===== src/rtl/lsu_pkg.sv =====
// Shared definitions for the load/store unit: access size codes, FSM states
// and the address alignment check.
package lsu_pkg;

  localparam logic [1:0] SZ_BYTE = 2'b00;
  localparam logic [1:0] SZ_HALF = 2'b01;
  localparam logic [1:0] SZ_WORD = 2'b10;

  typedef enum logic [1:0] {
    IDLE     = 2'd0,
    ACCESS   = 2'd1,
    MERGE_WR = 2'd2,
    RESP     = 2'd3
  } lsu_state_e;

  // Size code 2'b11 falls into the default branch and is checked as a word.
  function automatic logic is_misaligned(input logic [1:0] size, input logic [1:0] offset);
    case (size)
      SZ_BYTE: is_misaligned = 1'b0;
      SZ_HALF: is_misaligned = offset[0];
      default: is_misaligned = (offset != 2'b00);
    endcase
  endfunction

endpackage


===== src/rtl/load_store_unit_if.sv =====
// Request/response handshake between the MEM stage and the load/store unit.
interface load_store_unit_if;

  logic        req_valid;
  logic        req_ready;
  logic        req_we;
  logic [1:0]  req_size;
  logic        req_unsigned;
  logic [31:0] req_addr;
  logic [31:0] req_wdata;
  logic        resp_valid;
  logic [31:0] resp_rdata;
  logic        resp_misalign;
  logic        resp_range;

  modport master (
    output req_valid, req_we, req_size, req_unsigned, req_addr, req_wdata,
    input  req_ready, resp_valid, resp_rdata, resp_misalign, resp_range
  );

  modport slave (
    input  req_valid, req_we, req_size, req_unsigned, req_addr, req_wdata,
    output req_ready, resp_valid, resp_rdata, resp_misalign, resp_range
  );

endinterface


===== src/rtl/lsu_lane_align.sv =====
// Combinational lane handling: extracts and extends load lanes from a memory
// word, and merges sub-word store data into a memory word.
module lsu_lane_align
  import lsu_pkg::*;
#(
  parameter bit BIG_ENDIAN = 1'b1
) (
  input  logic [1:0]  size,
  input  logic        is_unsigned,
  input  logic [1:0]  offset,
  input  logic [31:0] word,
  input  logic [31:0] wdata,
  output logic [31:0] load_data,
  output logic [31:0] merged
);

  logic [4:0]         byte_sh;
  logic [4:0]         half_sh;
  logic signed [7:0]  byte_lane;
  logic signed [15:0] half_lane;

  // Big-endian puts lane 0 in the most significant position, so the shift counts down.
  always_comb begin
    if (BIG_ENDIAN) begin
      byte_sh = {~offset, 3'b000};
      half_sh = {~offset[1], 4'b0000};
    end else begin
      byte_sh = {offset, 3'b000};
      half_sh = {offset[1], 4'b0000};
    end
  end

  assign byte_lane = 8'(word >> byte_sh);
  assign half_lane = 16'(word >> half_sh);

  always_comb begin
    case (size)
      SZ_BYTE: begin
        if (is_unsigned) load_data = {24'b0, byte_lane};
        else             load_data = 32'(byte_lane);
      end
      SZ_HALF: begin
        if (is_unsigned) load_data = {16'b0, half_lane};
        else             load_data = 32'(half_lane);
      end
      default: load_data = word;
    endcase
  end

  always_comb begin
    case (size)
      SZ_BYTE: merged = (word & ~(32'h0000_00FF << byte_sh)) | ({24'b0, wdata[7:0]} << byte_sh);
      SZ_HALF: merged = (word & ~(32'h0000_FFFF << half_sh)) | ({16'b0, wdata[15:0]} << half_sh);
      default: merged = wdata;
    endcase
  end

endmodule


===== src/rtl/load_store_unit.sv =====
// Load/store unit: single-outstanding FSM that turns byte-addressed requests
// into word accesses, with read-modify-write for sub-word stores.
module load_store_unit
  import lsu_pkg::*;
#(
  parameter int MEM_WORDS  = 256,
  parameter bit BIG_ENDIAN = 1'b1
) (
  input  logic               clk,
  input  logic               rst,
  load_store_unit_if.slave   bus,
  output logic               mem_wr_en,
  output logic [31:0]        mem_addr,
  output logic [31:0]        mem_wdata,
  input  logic [31:0]        mem_rdata
);

  localparam logic [31:0] MEM_WORDS_W = 32'(MEM_WORDS);

  lsu_state_e  state;
  lsu_state_e  state_nxt;

  logic        we_q;
  logic [1:0]  size_q;
  logic        uns_q;
  logic [31:0] addr_q;
  logic [31:0] wdata_q;
  logic [31:0] merged_q;
  logic [31:0] rdata_q;
  logic        misalign_q;
  logic        range_q;

  logic        req_misalign;
  logic        req_range;
  logic        accept;
  logic        subword_store;
  logic [31:0] load_data;
  logic [31:0] merged;

  assign req_misalign  = is_misaligned(bus.req_size, bus.req_addr[1:0]);
  assign req_range     = {2'b00, bus.req_addr[31:2]} >= MEM_WORDS_W;
  assign accept        = (state == IDLE) && bus.req_valid;
  assign subword_store = we_q && (size_q != SZ_WORD);

  lsu_lane_align #(
    .BIG_ENDIAN (BIG_ENDIAN)
  ) u_lane_align (
    .size        (size_q),
    .is_unsigned (uns_q),
    .offset      (addr_q[1:0]),
    .word        (mem_rdata),
    .wdata       (wdata_q),
    .load_data   (load_data),
    .merged      (merged)
  );

  // State register
  always_ff @(posedge clk) begin
    if (rst) state <= IDLE;
    else     state <= state_nxt;
  end

  // Next-state logic
  always_comb begin
    state_nxt = state;
    case (state)
      IDLE:     if (bus.req_valid) state_nxt = (req_misalign || req_range) ? RESP : ACCESS;
      ACCESS:   state_nxt = subword_store ? MERGE_WR : RESP;
      MERGE_WR: state_nxt = RESP;
      RESP:     state_nxt = IDLE;
      default:  state_nxt = IDLE;
    endcase
  end

  // Response state: cleared on acceptance so stores and errors return zero data
  always_ff @(posedge clk) begin
    if (rst) begin
      rdata_q    <= '0;
      misalign_q <= 1'b0;
      range_q    <= 1'b0;
    end else if (accept) begin
      rdata_q    <= '0;
      misalign_q <= req_misalign;
      range_q    <= req_range;
    end else if (state == ACCESS && !we_q) begin
      rdata_q    <= load_data;
    end
  end

  // Request payload and merged word; qualified by the FSM, so no reset needed
  always_ff @(posedge clk) begin
    if (accept) begin
      we_q    <= bus.req_we;
      size_q  <= (bus.req_size == 2'b11) ? SZ_WORD : bus.req_size;
      uns_q   <= bus.req_unsigned;
      addr_q  <= bus.req_addr;
      wdata_q <= bus.req_wdata;
    end
    if (state == ACCESS) merged_q <= merged;
  end

  // Output logic
  always_comb begin
    bus.req_ready     = (state == IDLE);
    bus.resp_valid    = (state == RESP);
    bus.resp_rdata    = rdata_q;
    bus.resp_misalign = (state == RESP) && misalign_q;
    bus.resp_range    = (state == RESP) && range_q;
    mem_wr_en         = 1'b0;
    mem_addr          = '0;
    mem_wdata         = '0;
    case (state)
      ACCESS: begin
        mem_addr = {2'b00, addr_q[31:2]};
        if (we_q && !subword_store) begin
          mem_wr_en = ~rst;
          mem_wdata = wdata_q;
        end
      end
      MERGE_WR: begin
        mem_addr  = {2'b00, addr_q[31:2]};
        mem_wr_en = ~rst;
        mem_wdata = merged_q;
      end
      default: ;
    endcase
  end

endmodule


===== src/flat_wrapper.sv =====
// flat-port wrapper written by rule: the top's interface ports become plain ports
module load_store_unit_flat import lsu_pkg::*;
#(
  parameter int MEM_WORDS  = 256,
  parameter bit BIG_ENDIAN = 1'b1
)
  (clk, rst, mem_wr_en, mem_addr, mem_wdata, mem_rdata, bus_req_valid, bus_req_we, bus_req_size, bus_req_unsigned, bus_req_addr, bus_req_wdata, bus_req_ready, bus_resp_valid, bus_resp_rdata, bus_resp_misalign, bus_resp_range);
  load_store_unit_if bus_i ();
  input  logic clk;
  input  logic rst;
  output logic mem_wr_en;
  output logic [31:0] mem_addr;
  output logic [31:0] mem_wdata;
  input  logic [31:0] mem_rdata;
  input wire logic [$bits(bus_i.req_valid)-1:0] bus_req_valid;
  input wire logic [$bits(bus_i.req_we)-1:0] bus_req_we;
  input wire logic [$bits(bus_i.req_size)-1:0] bus_req_size;
  input wire logic [$bits(bus_i.req_unsigned)-1:0] bus_req_unsigned;
  input wire logic [$bits(bus_i.req_addr)-1:0] bus_req_addr;
  input wire logic [$bits(bus_i.req_wdata)-1:0] bus_req_wdata;
  output wire logic [$bits(bus_i.req_ready)-1:0] bus_req_ready;
  output wire logic [$bits(bus_i.resp_valid)-1:0] bus_resp_valid;
  output wire logic [$bits(bus_i.resp_rdata)-1:0] bus_resp_rdata;
  output wire logic [$bits(bus_i.resp_misalign)-1:0] bus_resp_misalign;
  output wire logic [$bits(bus_i.resp_range)-1:0] bus_resp_range;
  assign bus_i.req_valid = bus_req_valid;
  assign bus_i.req_we = bus_req_we;
  assign bus_i.req_size = bus_req_size;
  assign bus_i.req_unsigned = bus_req_unsigned;
  assign bus_i.req_addr = bus_req_addr;
  assign bus_i.req_wdata = bus_req_wdata;
  assign bus_req_ready = bus_i.req_ready;
  assign bus_resp_valid = bus_i.resp_valid;
  assign bus_resp_rdata = bus_i.resp_rdata;
  assign bus_resp_misalign = bus_i.resp_misalign;
  assign bus_resp_range = bus_i.resp_range;
  load_store_unit #(.MEM_WORDS(MEM_WORDS), .BIG_ENDIAN(BIG_ENDIAN)) u_core (.clk(clk), .rst(rst), .bus(bus_i), .mem_wr_en(mem_wr_en), .mem_addr(mem_addr), .mem_wdata(mem_wdata), .mem_rdata(mem_rdata));
endmodule

===== config.mk =====
export PLATFORM = sky130hd
export DESIGN_NAME = load_store_unit_flat
export DESIGN_NICKNAME = d
export VERILOG_FILES = /design/src/rtl/lsu_pkg.sv /design/src/rtl/load_store_unit_if.sv /design/src/rtl/lsu_lane_align.sv /design/src/rtl/load_store_unit.sv /design/src/flat_wrapper.sv
export SDC_FILE = /design/constraint.sdc
export NUM_CORES = 1
export LEC_CHECK = 0
export BUFFER_PORTS_ARGS = -buffer_cell sky130_fd_sc_hd__buf_2
export CORE_MARGIN = 4
export CORE_UTILIZATION = 51
export DETAILED_ROUTE_END_ITERATION = 10
export PLACE_DENSITY = 0.8
export SYNTH_ARGS = -nofsm -noshare
export SYNTH_HDL_FRONTEND = slang
export SYNTH_SLANG_ARGS = --single-unit

===== constraint.sdc =====
create_clock -name clk -period 4.96 [get_ports clk]
set_input_delay 0.496 -clock clk [delete_from_list [all_inputs] [get_ports clk]]
set_output_delay 0.496 -clock clk [all_outputs]
set_load 0.05 [all_outputs]

==> impl.org, run 1 <==
** Status
- Status :: complete, no violations

** Synthesis
- During synthesis, Yosys emitted a total of 0 warnings.
- Largest area contributor in the synthesized netlist :: sky130_fd_sc_hd__edfxtp_1
- Share of synthesized area occupied by flip-flops and latches :: 0.574
- Count of cell types in the netlist :: 44
- Yosys top cell area share :: 0.463
- In the synthesized netlist, the number of instances is about 570.
- Area of the mapped netlist :: 0.00649 mm^2
- Most used flip-flop cell after synthesis :: sky130_fd_sc_hd__edfxtp_1
- Averaged over all synthesized cells, the footprint is between 10 and 15 um^2.
- After synthesis the netlist holds a flip-flop and latch count of roughly 140.
- Leading post-synthesis cells by cell area :: sky130_fd_sc_hd__edfxtp_1 (46%), sky130_fd_sc_hd__dfxtp_1 (11%), sky130_fd_sc_hd__a22oi_1 (7.2%), sky130_fd_sc_hd__nor2b_1 (3.5%), sky130_fd_sc_hd__and2_1 (3.2%)
- Counting flops with a built-in enable in the synthesized netlist gives 100.
- In the synthesized netlist the async set-or-reset flop fraction comes to 0.

** Final layout
- Total area of multi-input combinational cells :: ~0.0025 mm^2
- After the last flow step, the layout net total stands at ~850.
- Filler cells :: ~960
- From synthesis to final layout, the design area changed by 25.6%.
- Share of post-route cells with drive strength above 1 :: 0.354
- Most common library cell in the layout ignoring fill and taps :: sky130_fd_sc_hd__buf_2
- Area of all sequential standard cells :: roughly 0.0037 mm^2
- Count of inserted antenna diode cells :: 0
- Leaving out fill and tap cells, the most frequent cells in the layout are sky130_fd_sc_hd__buf_2 (201), sky130_fd_sc_hd__edfxtp_1 (100), sky130_fd_sc_hd__a22oi_1 (62).

** Floorplan
- Placeable core area :: ~0.012 mm^2
- The initialized floorplan defines 40 standard-cell rows.
- Total die area :: around 0.015 mm^2
- Measured along the y axis, the die boundary spans 121 um.
- The initial utilization of the core area, before any placement, comes to 0.531.
- Width of the die :: between 100 and 150 um
- In this run the count of I/O pins placed on the die edge is 204.

** Global route
- In the global route stage, overall resource usage came out at 0.252.
- In the global route stage, met3 resource usage came out at 0.0809.
- For met2 alone, demand over resource in global routing was 0.426.
- The number of global-route vias before repair was 5573.
- In the global route stage, met1 resource usage came out at 0.295.
- Pin count of the biggest net entering global routing :: 75
- The initial antenna violation count was 1.
- The first global-routing pass estimated 28500 um of wire.
- Remaining global-route overflow :: 0
- After global routing, the most crowded layer is met2.

** Min path
- The path class of the tightest hold or removal check is in2reg.

** Routing
- Total vias in the final route :: between 5000 and 6000
- Total DRC errors in the routed layout :: 0
- In the final routed layout, each cell accounts on average for a little under 20 um.
- In this run the remaining antenna-violating nets after routing total 0.
- Using the TritonRoute via totals, the vias-per-cell ratio works out to ~5.8.
- In this run, the number of DRC markers left after iteration 0 of detailed routing was between 500 and 600.
- Wires add up to 18200 um.
- The first TritonRoute pass finished after 6 iterations.

** Clock tree
- Number of hold buffers added after cts :: 0
- # Post-CTS Setup Buffers :: 0
- Clock latency on the worst-skew pair, taken at its later pin, is roughly 0.42 ns.
- Clock Sinks :: between 100 and 150
- In this run the number of H-tree levels came out at 4.
- Number of buffers created by CTS :: 17
- TritonCTS clock tree :: yes
- After clock tree synthesis, the repair step resized 0 gates.
- The tree is rooted in a sky130_fd_sc_hd__clkbuf_16.
- Maximum root-to-sink buffer count :: 2
- Clock slew seen by the registers of the worst setup and hold paths :: approximately 0.060 ns

** Critical path
- The worst setup path is of the reg2out kind.
- Worst Path Max Fanout :: 36
- Data arrival at the endpoint of the critical path :: approximately 2.8 ns
- CP endpoint :: mem_wdata[15]
- Data on the critical path is required at its endpoint by about 4.5 ns.
- The startpoint identified for the worst register-to-register timing path is u_core.state[1].
- Measured in cells, the most critical reg-to-reg path has a length of 6.
- The endpoint identified for the worst register-to-register timing path is u_core.bus.resp_rdata[30].
- Setup crit start kind :: register
- Setup slack on the worst flop-to-flop path :: between 2 and 2.5 ns
- STA classifies the critical path endpoint as a primary output.
- The critical path starts at u_core.state[1].

** Timing
- Once routing completed, OpenROAD measured the worst setup slack at between 1.5 and 2 ns.
- Setup repair after global routing left no endpoint under its margin.
- Period utilization :: 0.660
- Setup violations remaining at the end of the flow were counted as 0.
- The number of hold violations in the final report is 0.
- Max Slew Vio Count :: 0
- Total negative slack :: 0 ns
- Transition time at the pin with the least slew margin :: ~1.0 ns
- Counting I/O delays and the setup requirement, the final critical path takes roughly 3.3 ns.
- The worst pin sits at a relative slew slack of 0.314.
- Maximum frequency from static timing analysis :: about 310 MHz
- For the final database, setup skew stands at between 0.009 and 0.01 ns.

** Pwr
- Standby leakage power :: around 3.4 nW
- The share of total power dissipated in sequential elements is 0.315.
- The share of total power dissipated in the clock network is 0.228.
- Switching share of total power :: 0.447
- Power spent charging and discharging nets :: about 2.5 mW
- The internal power of the cells totals slightly above 3 mW.
- Of the total power, combinational logic draws 0.457.
- Power spread over the standard cell area amounts to between 600 and 700 mW/mm^2.
- Across the VDD grid, the largest voltage drop is around 0.57 mV.

** Placed design
- Prior to clock tree synthesis, the placed netlist has a worst setup slack of ~2.1 ns.
- Buffers on Ports :: around 200
- Estimated wirelength of the detail-placed design :: roughly 13000 um
- The congestion estimate from routability-driven global placement came to 0.881.

** Run
- Max-cap violations in this run came to 0.
-- stage by stage --
step	std cells	instance area [um^2]	power, mW	hold slack, ns	util
detailed placement	896	7560	4.27	0.487	0.619
global route	928	8150	5.78	0.232	0.667
global placement	896	7560	4.23	0.471	0.619
finish	928	8150	5.52	0.244	0.667
floorplan	567	6490	3.68	0.452	-
CTS	928	8150	5.54	0.228	0.667
-- synthesized netlist by cell type (all sizes together) (3+ instances only) --
cell type  number
o211a           7
a2bb2oi         7
o21a            8
a21oi          49
ha              4
and2           33
nand2          27
o221ai          7
a22oi          62
nor2b          36
clkbuf         28
dfxtp          36
nor4            4
mux2            8
o22ai           9
nor2           18
inv            11
o211ai          8
mux2i          19
buf            21
nor3            3
edfxtp        100
o21ai          36
a22o            9
-- worst min path at each step --
| stage | from | endpoint | depth (start not counted) | slack, ns |
|---|---|---|---|---|
| floorplan | u_core.misalign_q | u_core.misalign_q | 2 | 0.45 |
| global placement | u_core.misalign_q | u_core.misalign_q | 2 | 0.47 |
| detailed placement | u_core.bus.resp_rdata[3] | u_core.bus.resp_rdata[3] | 1 | 0.49 |
| CTS | bus_req_wdata[0] | u_core.wdata_q[0] | 1 | 0.23 |
| global route | bus_req_addr[8] | u_core.addr_q[8] | 1 | 0.23 |
| finish | bus_req_addr[2] | u_core.addr_q[2] | 1 | 0.24 |
-- logic make-up after synthesis --
family / after synthesis / share of synthesized area
buf+inv: 60 / 0.0411
compound gates: 205 / 0.219
flops: 136 / 0.574
other cells: 1 / 0.000578
fa+ha+maj: 4 / 0.00771
simple gates: 133 / 0.113
mux: 27 / 0.0438
-- metal layers --
layer / part of all wire / vias up
met5: 0.00071 / -
met4: 0.026 / 2
met3: 0.091 / 45
met2: 0.50 / 273
met1: 0.38 / 2563
li1: - / 2493
-- state kept, by name (all words and copies together) (netlist names) --
signal                 flops
u_core.uns_q               1
u_core.we_q                1
u_core.misalign_q          1
u_core.merged_q           32
u_core.size_q              2
u_core.wdata_q            32
u_core.range_q             1
u_core.state               2
u_core.addr_q             32
u_core.bus.resp_rdata     32
-- power by group through the flow --
stage               Clock (mW)  Sequential (mW)  Combinational (mW)
floorplan                    0             1.88                1.80
global placement             0             1.75                2.48
detailed placement           0             1.75                2.52
CTS                       1.28             1.74                2.53
global route              1.33             1.77                2.69
finish                    1.26             1.74                2.52
-- worst max-delay path, stage by stage (launching register included) --
cell                      delay (ns)
sky130_fd_sc_hd__dfxtp_1        0.33
sky130_fd_sc_hd__inv_1          0.12
sky130_fd_sc_hd__ha_1           0.17
sky130_fd_sc_hd__buf_4          0.40
sky130_fd_sc_hd__nand2_1        0.17
sky130_fd_sc_hd__nor3_4         0.20
sky130_fd_sc_hd__buf_4          0.36
sky130_fd_sc_hd__a22oi_1        0.11
sky130_fd_sc_hd__nor2b_1        0.20
sky130_fd_sc_hd__buf_2          0.30
-- area by class of cell --
class / instances / area share
multi-input combinational: 371 / 0.308
timing repair buffer: 210 / 0.132
clock buffer: 19 / 0.0531
inverter: 11 / 0.00507
tap: 168 / 0.0258
clock inverter: 13 / 0.0190
sequential: 136 / 0.457
No activity file was read; power rests on OpenSTA's default activity.
==> run 2, diff against run 1 <==
--- a/config.mk
+++ b/config.mk
@@ -7,9 +7,9 @@
 export LEC_CHECK = 0
 export BUFFER_PORTS_ARGS = -buffer_cell sky130_fd_sc_hd__buf_2
 export CORE_MARGIN = 4
-export CORE_UTILIZATION = 51
+export CORE_UTILIZATION = 46
 export DETAILED_ROUTE_END_ITERATION = 10
-export PLACE_DENSITY = 0.8
+export PLACE_DENSITY = 0.76
 export SYNTH_ARGS = -nofsm -noshare
 export SYNTH_HDL_FRONTEND = slang
 export SYNTH_SLANG_ARGS = --single-unit
==> constraint.sdc (replaced) <==
create_clock -name clk -period 2.9 [get_ports clk]
set_input_delay 0.29 -clock clk [delete_from_list [all_inputs] [get_ports clk]]
set_output_delay 0.29 -clock clk [all_outputs]
set_load 0.05 [all_outputs]
==> run 2 against run 1 <==
Compared with the run above:
- clock power increased by 67%
- hold slack worse by 0.21 ns
- sequential share of layout area down 0.29 points
- register-to-register slack worse by 1.7 ns
- critical path depth shrank 1
- total power increased by 71%
- wire length grew 3.7%
- global-route usage is 1.6 points lower
- via count increased by 1.8%
- worst setup slack lost 1.4 ns
- sequential power grew 72%
- sequential cell count unchanged
- critical endpoint is now mem_wdata[23]
==> impl.org, run 2 (same netlist as run 1, synthesis figures left out) <==
** Clock tree
- Hold repair after CTS inserted 0 buffers.
- Clock Sinks :: roughly 140
- Worst-skew pair later-pin latency :: 0.43 ns
- The tree is rooted in a sky130_fd_sc_hd__clkbuf_16.
- The H-tree was split into 4 levels.
- Clock-pin slew was measured on the worst setup and hold paths at ~0.06 ns.
- The number of setup buffers added after CTS is 0.
- In this run, post-CTS repair resized a total of 0 instances.
- Maximum root-to-sink buffer count :: 2
- TritonCTS clock tree :: yes
- Number of buffers created by CTS :: 17

** Routing
- Post-route antenna net violation count :: 0
- Detailed router's first-iteration violation count :: about 470
- Total detailed-routing wirelength :: between 15000 and 20000 um
- Average vias per placed instance :: between 5 and 6
- Total vias in the final route :: 5472
- Before antenna repair, the detailed router went through 5 iterations.
- In the routed design, unresolved DRC markers number 0.
- In the final routed layout, each cell accounts on average for 20.0 um.

** Timing
- Transition time at the pin with the least slew margin :: approximately 0.70 ns
- Hold violation count in the final report :: 0
- Shortest period the worst path allows :: between 2 and 3 ns
- Setup violations remaining at the end of the flow were counted as 0.
- Period utilization :: 0.885
- The worst pin sits at a relative slew slack of 0.532.
- Total negative slack :: 0 ns
- RSZ-0062 raised after global routing :: false
- Derived from the worst setup path, the maximum achievable clock frequency is roughly 390 MHz.
- Max Slew Vio Count :: 0
- Clock skew on the completed layout was measured at around 0.0064 ns.

** Min path
- Path category of the worst min-delay check :: in2reg
- Along the worst hold path, the cell count comes to 1.

** Floorplan
- In this run the core area contains 43 standard-cell rows.
- Width of the die :: between 100 and 150 um
- The die covers 0.0161 mm^2.
- Initial core utilization :: 0.469
- Placeable core area :: ~0.014 mm^2
- Die Y-Extent :: between 100 and 150 um
- During I/O placement, the number of pins put on the boundary was 204.

** Critical path
- Kind of end point of the critical path :: primary output
- Critical path class :: reg2out
- The largest single stage delay on the critical path is 0.35 ns.
- Capture point of the worst reg-to-reg path :: u_core.merged_q[3]
- For the worst setup path, the data required time is approximately 2.6 ns.
- In this run the worst path has a maximum fanout of 31.
- The number of cells on the worst reg-to-reg path is 4.
- In this run the register-to-register setup slack is approximately 0.7 ns.
- Worst reg2reg startpoint :: u_core.addr_q[0]
- Data arrives at the worst endpoint at 2.28 ns.
- The most critical setup path has its endpoint at mem_wdata[23].
- Setup crit start kind :: register
- In this run the worst setup path begins at u_core.state[1].
- Walking the worst path, the cells encountered are inv_1 -> ha_2 -> nand2_1 -> nor3_4 -> buf_4 -> a22oi_1 -> nor2b_1 -> buf_2.
- Among all stages on the critical path, the largest delay is contributed by sky130_fd_sc_hd__buf_4.

** Global route
- For this run, global-route usage on met3 was measured as 0.0825.
- All-Layer GR Usage :: 0.236
- The layer flagged by global routing as most heavily used is met2.
- Via count of the first global-routing pass :: ~5700
- Met1 track demand over resource in global routing :: 0.275
- Number of antenna violations at the first check in global routing :: 1
- Wire length of the first global-routing pass :: between 20000 and 30000 um
- Remaining global-route overflow :: 0
- Pin count of the biggest net entering global routing :: a little under 60
- Met2 layer usage reported by global route :: 0.394

** Pwr
- The completed layout was analyzed and its total power is about 9.4 mW.
- For this design the ratio of total power to cell area is between 1000 and 1500 mW/mm^2.
- Across the VDD grid, the largest voltage drop is roughly 0.76 mV.
- Standby leakage power :: approximately 3.4 nW

** Status
- The run finished with clean final reports.

** Final layout
- Share of post-route cells with drive strength above 1 :: 0.358
- At the end of the flow, the number of nets in the layout was roughly 860.
- The area growth from synthesis to layout is 26.4%.
- Most common library cell in the layout ignoring fill and taps :: sky130_fd_sc_hd__buf_2
- In the layout the commonest cells are sky130_fd_sc_hd__buf_2 (201), sky130_fd_sc_hd__edfxtp_1 (100), sky130_fd_sc_hd__a22oi_1 (62).
- 0 antenna diodes ended up in the layout.

** Run
- Count of maximum capacitance violations :: 0

** Placed design
- Buffers on Ports :: between 200 and 250
- Final weighted congestion in routability-driven placement :: ~0.82
- Estimated wirelength of the detail-placed design :: 13600 um
-- run 2: cell count changes in the layout (fill, tap and decap cells not counted), sizes merged --
cell,delta
buf,+7
clkbuf,-1
clkinv,+1
clkinvlp,-1
-- run 2: how the worst min path moves through the flow --
stage                            from            endpoint  slack, ns
finish                bus_req_addr[6]    u_core.addr_q[6]       0.03
global route        bus_req_wdata[29]  u_core.wdata_q[29]       0.01
CTS                   bus_req_addr[6]    u_core.addr_q[6]       0.01
detailed placement    bus_req_addr[6]    u_core.addr_q[6]       0.47
global placement      bus_req_addr[6]    u_core.addr_q[6]       0.47
floorplan                         rst     u_core.state[1]       0.36
-- run 2: critical path, delay by kind of cell (launching register included) --
family	cells	cell delay [ns]
AND/OR/NAND/NOR	3	0.42
adder cells (fa/ha/maj)	1	0.19
flip-flops	1	0.33
AO/OA/AOI/OAI	1	0.14
buffers and inverters	3	0.76
-- run 2: metal layers --
layer / up-vias / routed length (um)
li1: 2512 / -
met1: 2600 / 7260
met2: 303 / 9260
met3: 55 / 1730
met4: 2 / 621
met5: - / 7
-- run 2: area by class of cell --
class,count,area [um^2]
well taps,180,225
flip-flops and latches,136,3720
clock inverters,13,136
fillers,1169,5630
clock buffers,18,429
multi-input cells,371,2520
inverters,11,41.3
repair buffers,217,1130
-- run 2: through the flow --
| stage | std cells | setup WS (ns) | instance area (um^2) | hold WS (ns) | utilization |
|---|---|---|---|---|---|
| CTS | 946 | 0.305 | 8200 | 0.0134 | 0.593 |
| global route | 946 | 0.173 | 8200 | 0.0139 | 0.593 |
| finish | 946 | 0.334 | 8200 | 0.0317 | 0.593 |
| global placement | 915 | 0.808 | 7630 | 0.467 | 0.552 |
| floorplan | 567 | 0.113 | 6500 | 0.359 | - |
| detailed placement | 915 | 0.757 | 7630 | 0.468 | 0.552 |
-- run 2: power by group --
group          total (mW)  internal, mW  switching (mW)
clock network        2.11          1.32           0.786
registers            2.99          2.72           0.266
logic                4.36          1.19            3.16
total                9.45          5.23            4.21
==> run 3, diff against run 2 <==
--- a/config.mk
+++ b/config.mk
@@ -5,11 +5,12 @@
 export SDC_FILE = /design/constraint.sdc
 export NUM_CORES = 1
 export LEC_CHECK = 0
-export BUFFER_PORTS_ARGS = -buffer_cell sky130_fd_sc_hd__buf_2
+export BUFFER_PORTS_ARGS = -buffer_cell sky130_fd_sc_hd__buf_4
 export CORE_MARGIN = 4
 export CORE_UTILIZATION = 46
 export DETAILED_ROUTE_END_ITERATION = 10
 export PLACE_DENSITY = 0.76
+export SETUP_SLACK_MARGIN = 0.5
 export SYNTH_ARGS = -nofsm -noshare
 export SYNTH_HDL_FRONTEND = slang
 export SYNTH_SLANG_ARGS = --single-unit
==> run 3 against run 2 <==
Compared with the run above:
- cell count rose by 0.21%
- global-route usage rose by 0.52 points
- cell area rose by 7.6%
- wire length rose by 2.6%
- register-to-register slack got worse by 0.04 ns
- critical path type unchanged
==> impl.org, run 3 (same netlist as run 1, synthesis figures left out) <==
** Status
- The flow ran to the end, and the final reports show no timing, DRC or antenna violations.

** Critical path
- Counting stages on the worst path, the most repeated cell is sky130_fd_sc_hd__buf_4.
- For flop-to-flop paths, the worst setup slack is between 0.6 and 0.7 ns.
- Counting both buffers and inverters, the worst setup path holds a total of 3.
- The slowest stage of the critical path is the sky130_fd_sc_hd__dfxtp_1 cell.
- Worst reg2reg startpoint :: u_core.addr_q[0]
- Data arrives at the worst endpoint at 2.02 ns.
- In this run the worst path has a maximum fanout of 16.
- Delay-heaviest family, CP :: buffers and inverters
- The critical path starts at u_core.state[1].
- On the worst path, the slowest cell contributes a delay of 0.33 ns.
- Kind of end point of the critical path :: primary output
- Walking the worst path, the cells encountered are inv_1 -> ha_4 -> nand2_1 -> nor3_4 -> buf_4 -> a22oi_1 -> nor2b_2 -> buf_4.
- STA classifies the critical path startpoint as a register.
- For the worst flop-to-flop path, the logic depth is 4.
- Data on the critical path is required at its endpoint by approximately 2.6 ns.
- Critical path class :: reg2out
- Capture point of the worst reg-to-reg path :: u_core.merged_q[2]

** Placed design
- After detailed placement, the total cell area comes to ~0.008 mm^2.
- Estimated wirelength of the detail-placed design :: ~14000 um
- Cell count after placement :: 915
- Buffers on Ports :: about 200
- Final weighted congestion in routability-driven placement :: between 0.8 and 0.9

** Routing
- DR WL/cell :: roughly 20 um
- Using the TritonRoute via totals, the vias-per-cell ratio works out to around 5.9.
- After the first detailed-routing iteration, the DRC count stood at 533.
- Detailed-router iteration count before antenna repair :: 5
- For this run, design rule violations remaining after detail routing come to 0.
- Post-route antenna net violation count :: 0
- Total detailed-routing wirelength :: about 19000 um
- Summing over every cut layer, the via total after detailed routing is between 5000 and 6000.

** Clock tree
- Counting every sink on the clock net gives 136.
- Clock slew seen by the registers of the worst setup and hold paths :: 0.05 ns
- TritonCTS clock tree :: yes
- Number of buffers created by CTS :: 17
- Number of levels the H-tree was split into :: 4
- Maximum root-to-sink buffer count :: 2
- For the worst-skew pair, the clock arrives at the later sink with an insertion delay of 0.42 ns.
- Library cell used as clock root buffer :: sky130_fd_sc_hd__clkbuf_16

** Timing
- Total negative slack :: 0 ns
- The number of hold violations in the final report is 0.
- After layout, the minimum clock period comes to between 2 and 2.5 ns.
- Clock tree skew after final layout :: around 0.015 ns
- For this run, the top clock speed supported by timing is ~430 MHz.
- Period utilization :: 0.798
- Transition time at the pin with the least slew margin :: between 0.7 and 0.8 ns
- Hold is met by between 0.04 and 0.05 ns.
- Worst-case headroom to the max-slew limit :: 0.476
- Setup repair after global routing could not meet its margin everywhere.
- Max Slew Vio Count :: 0
- Count of final setup violators :: 0

** Min path
- For hold timing, the worst endpoint is u_core.addr_q[2].
- The min-delay analysis places its worst path in the category in2reg.
- In this run the most critical hold path is launched from bus_req_addr[2].
- Along the worst hold path, the cell count comes to 1.

** Floorplan
- The floorplan step set the die width to between 100 and 150 um.
- Initial core utilization :: 0.469
- The floorplan step defined a die boundary enclosing 0.0161 mm^2.
- The region available for standard cell placement spans 0.0138 mm^2.
- Total I/O pin count :: about 200
- Die Y-Extent :: about 130 um
- Number of standard-cell rows in the floorplan :: 43

** Pwr
- Worst voltage drop across the vdd grid :: around 0.81 mV
- The analysis attributes to cell leakage a power of ~3.6 nW.
- Dividing total power by cell area gives a power density of between 1000 and 1500 mW/mm^2.

** Global route
- Entering global routing, the biggest net connects 65 pins.
- Across every metal layer, demand over resource in global routing totals 0.241.
- Wire length of the first global-routing pass :: roughly 30000 um
- The initial antenna violation count was 0.
- The number of global-route vias before repair was 5687.
- After global routing the overflow that remains totals 0.

** Run
- Count of maximum capacitance violations :: 0

** Final layout
- Most used cells in the layout excluding fill and tap cells :: sky130_fd_sc_hd__buf_4 (218), sky130_fd_sc_hd__edfxtp_1 (100), sky130_fd_sc_hd__a22oi_1 (62)
- Share of post-route cells with drive strength above 1 :: 0.398
- 0 antenna diodes ended up in the layout.
- Leaving out fill and tap cells, the most frequent cell in the layout is sky130_fd_sc_hd__buf_4.
- Summed area of non-filler cells in the final layout :: approximately 0.009 mm^2
- Relative to the synthesized area, the layout overhead comes to 36.0%.
- The finished layout holds between 900 and 1000 standard cells, fillers aside.
- After the last flow step, the layout net total stands at ~860.
==> run 3: layer usage <==
layer	wire length (um)	share of wire	global-route usage	vias up
met3	1930	0.10	0.0851	52
met4	631	0.033	0.0965	0
met5	0	0	0	-
li1	-	-	-	2519
met1	7270	0.38	0.287	2648
met2	9530	0.49	0.401	330
==> run 3: layout make-up <==
class | count | area [um^2]
clock buffer | 21 | 440
clock inverter | 10 | 129
fill | 1060 | 5000
inverter | 11 | 41.3
multi-input combinational | 371 | 2610
sequential | 136 | 3720
tap | 180 | 225
timing repair buffer | 219 | 1660
==> run 3: what timing repair did <==
item / in CTS / in global routing
hold buffers: 0 / 0
setup endpoints to repair: 60 / 47
gates resized for setup: 1 / 3
buffers inserted: 1 / 1
endpoints found under the hold margin: 0 / 0
==> run 3: report_power, final <==
group | leakage [nW] | internal (mW) | total, mW | switching [mW]
clock | 0.274 | 1.34 | 2.13 | 0.791
combinational | 2.08 | 1.60 | 4.82 | 3.23
sequential | 1.23 | 2.72 | 3.00 | 0.277
total | 3.58 | 5.65 | 9.95 | 4.29
==> run 3: how the worst max path moves through the flow <==
stage | to | slack, ns | depth (start not counted)
after floorplan | u_core.bus.resp_rdata[20] | 0.47 | 8
after global routing | mem_wdata[15] | 0.45 | 8
final | mem_wdata[15] | 0.59 | 8
after detailed placement | u_core.bus.resp_rdata[10] | 0.69 | 5
after global placement | u_core.merged_q[5] | 0.82 | 4
after CTS | mem_wdata[15] | 0.50 | 5
==> run 3: per-stage QoR <==
step | utilization | setup slack [ns] | power [mW]
global placement | 0.595 | 0.823 | 7.69
finish | 0.638 | 0.586 | 9.95
detailed placement | 0.595 | 0.686 | 7.78
floorplan | - | 0.468 | 6.39
global route | 0.638 | 0.455 | 10.4
CTS | 0.637 | 0.502 | 9.95
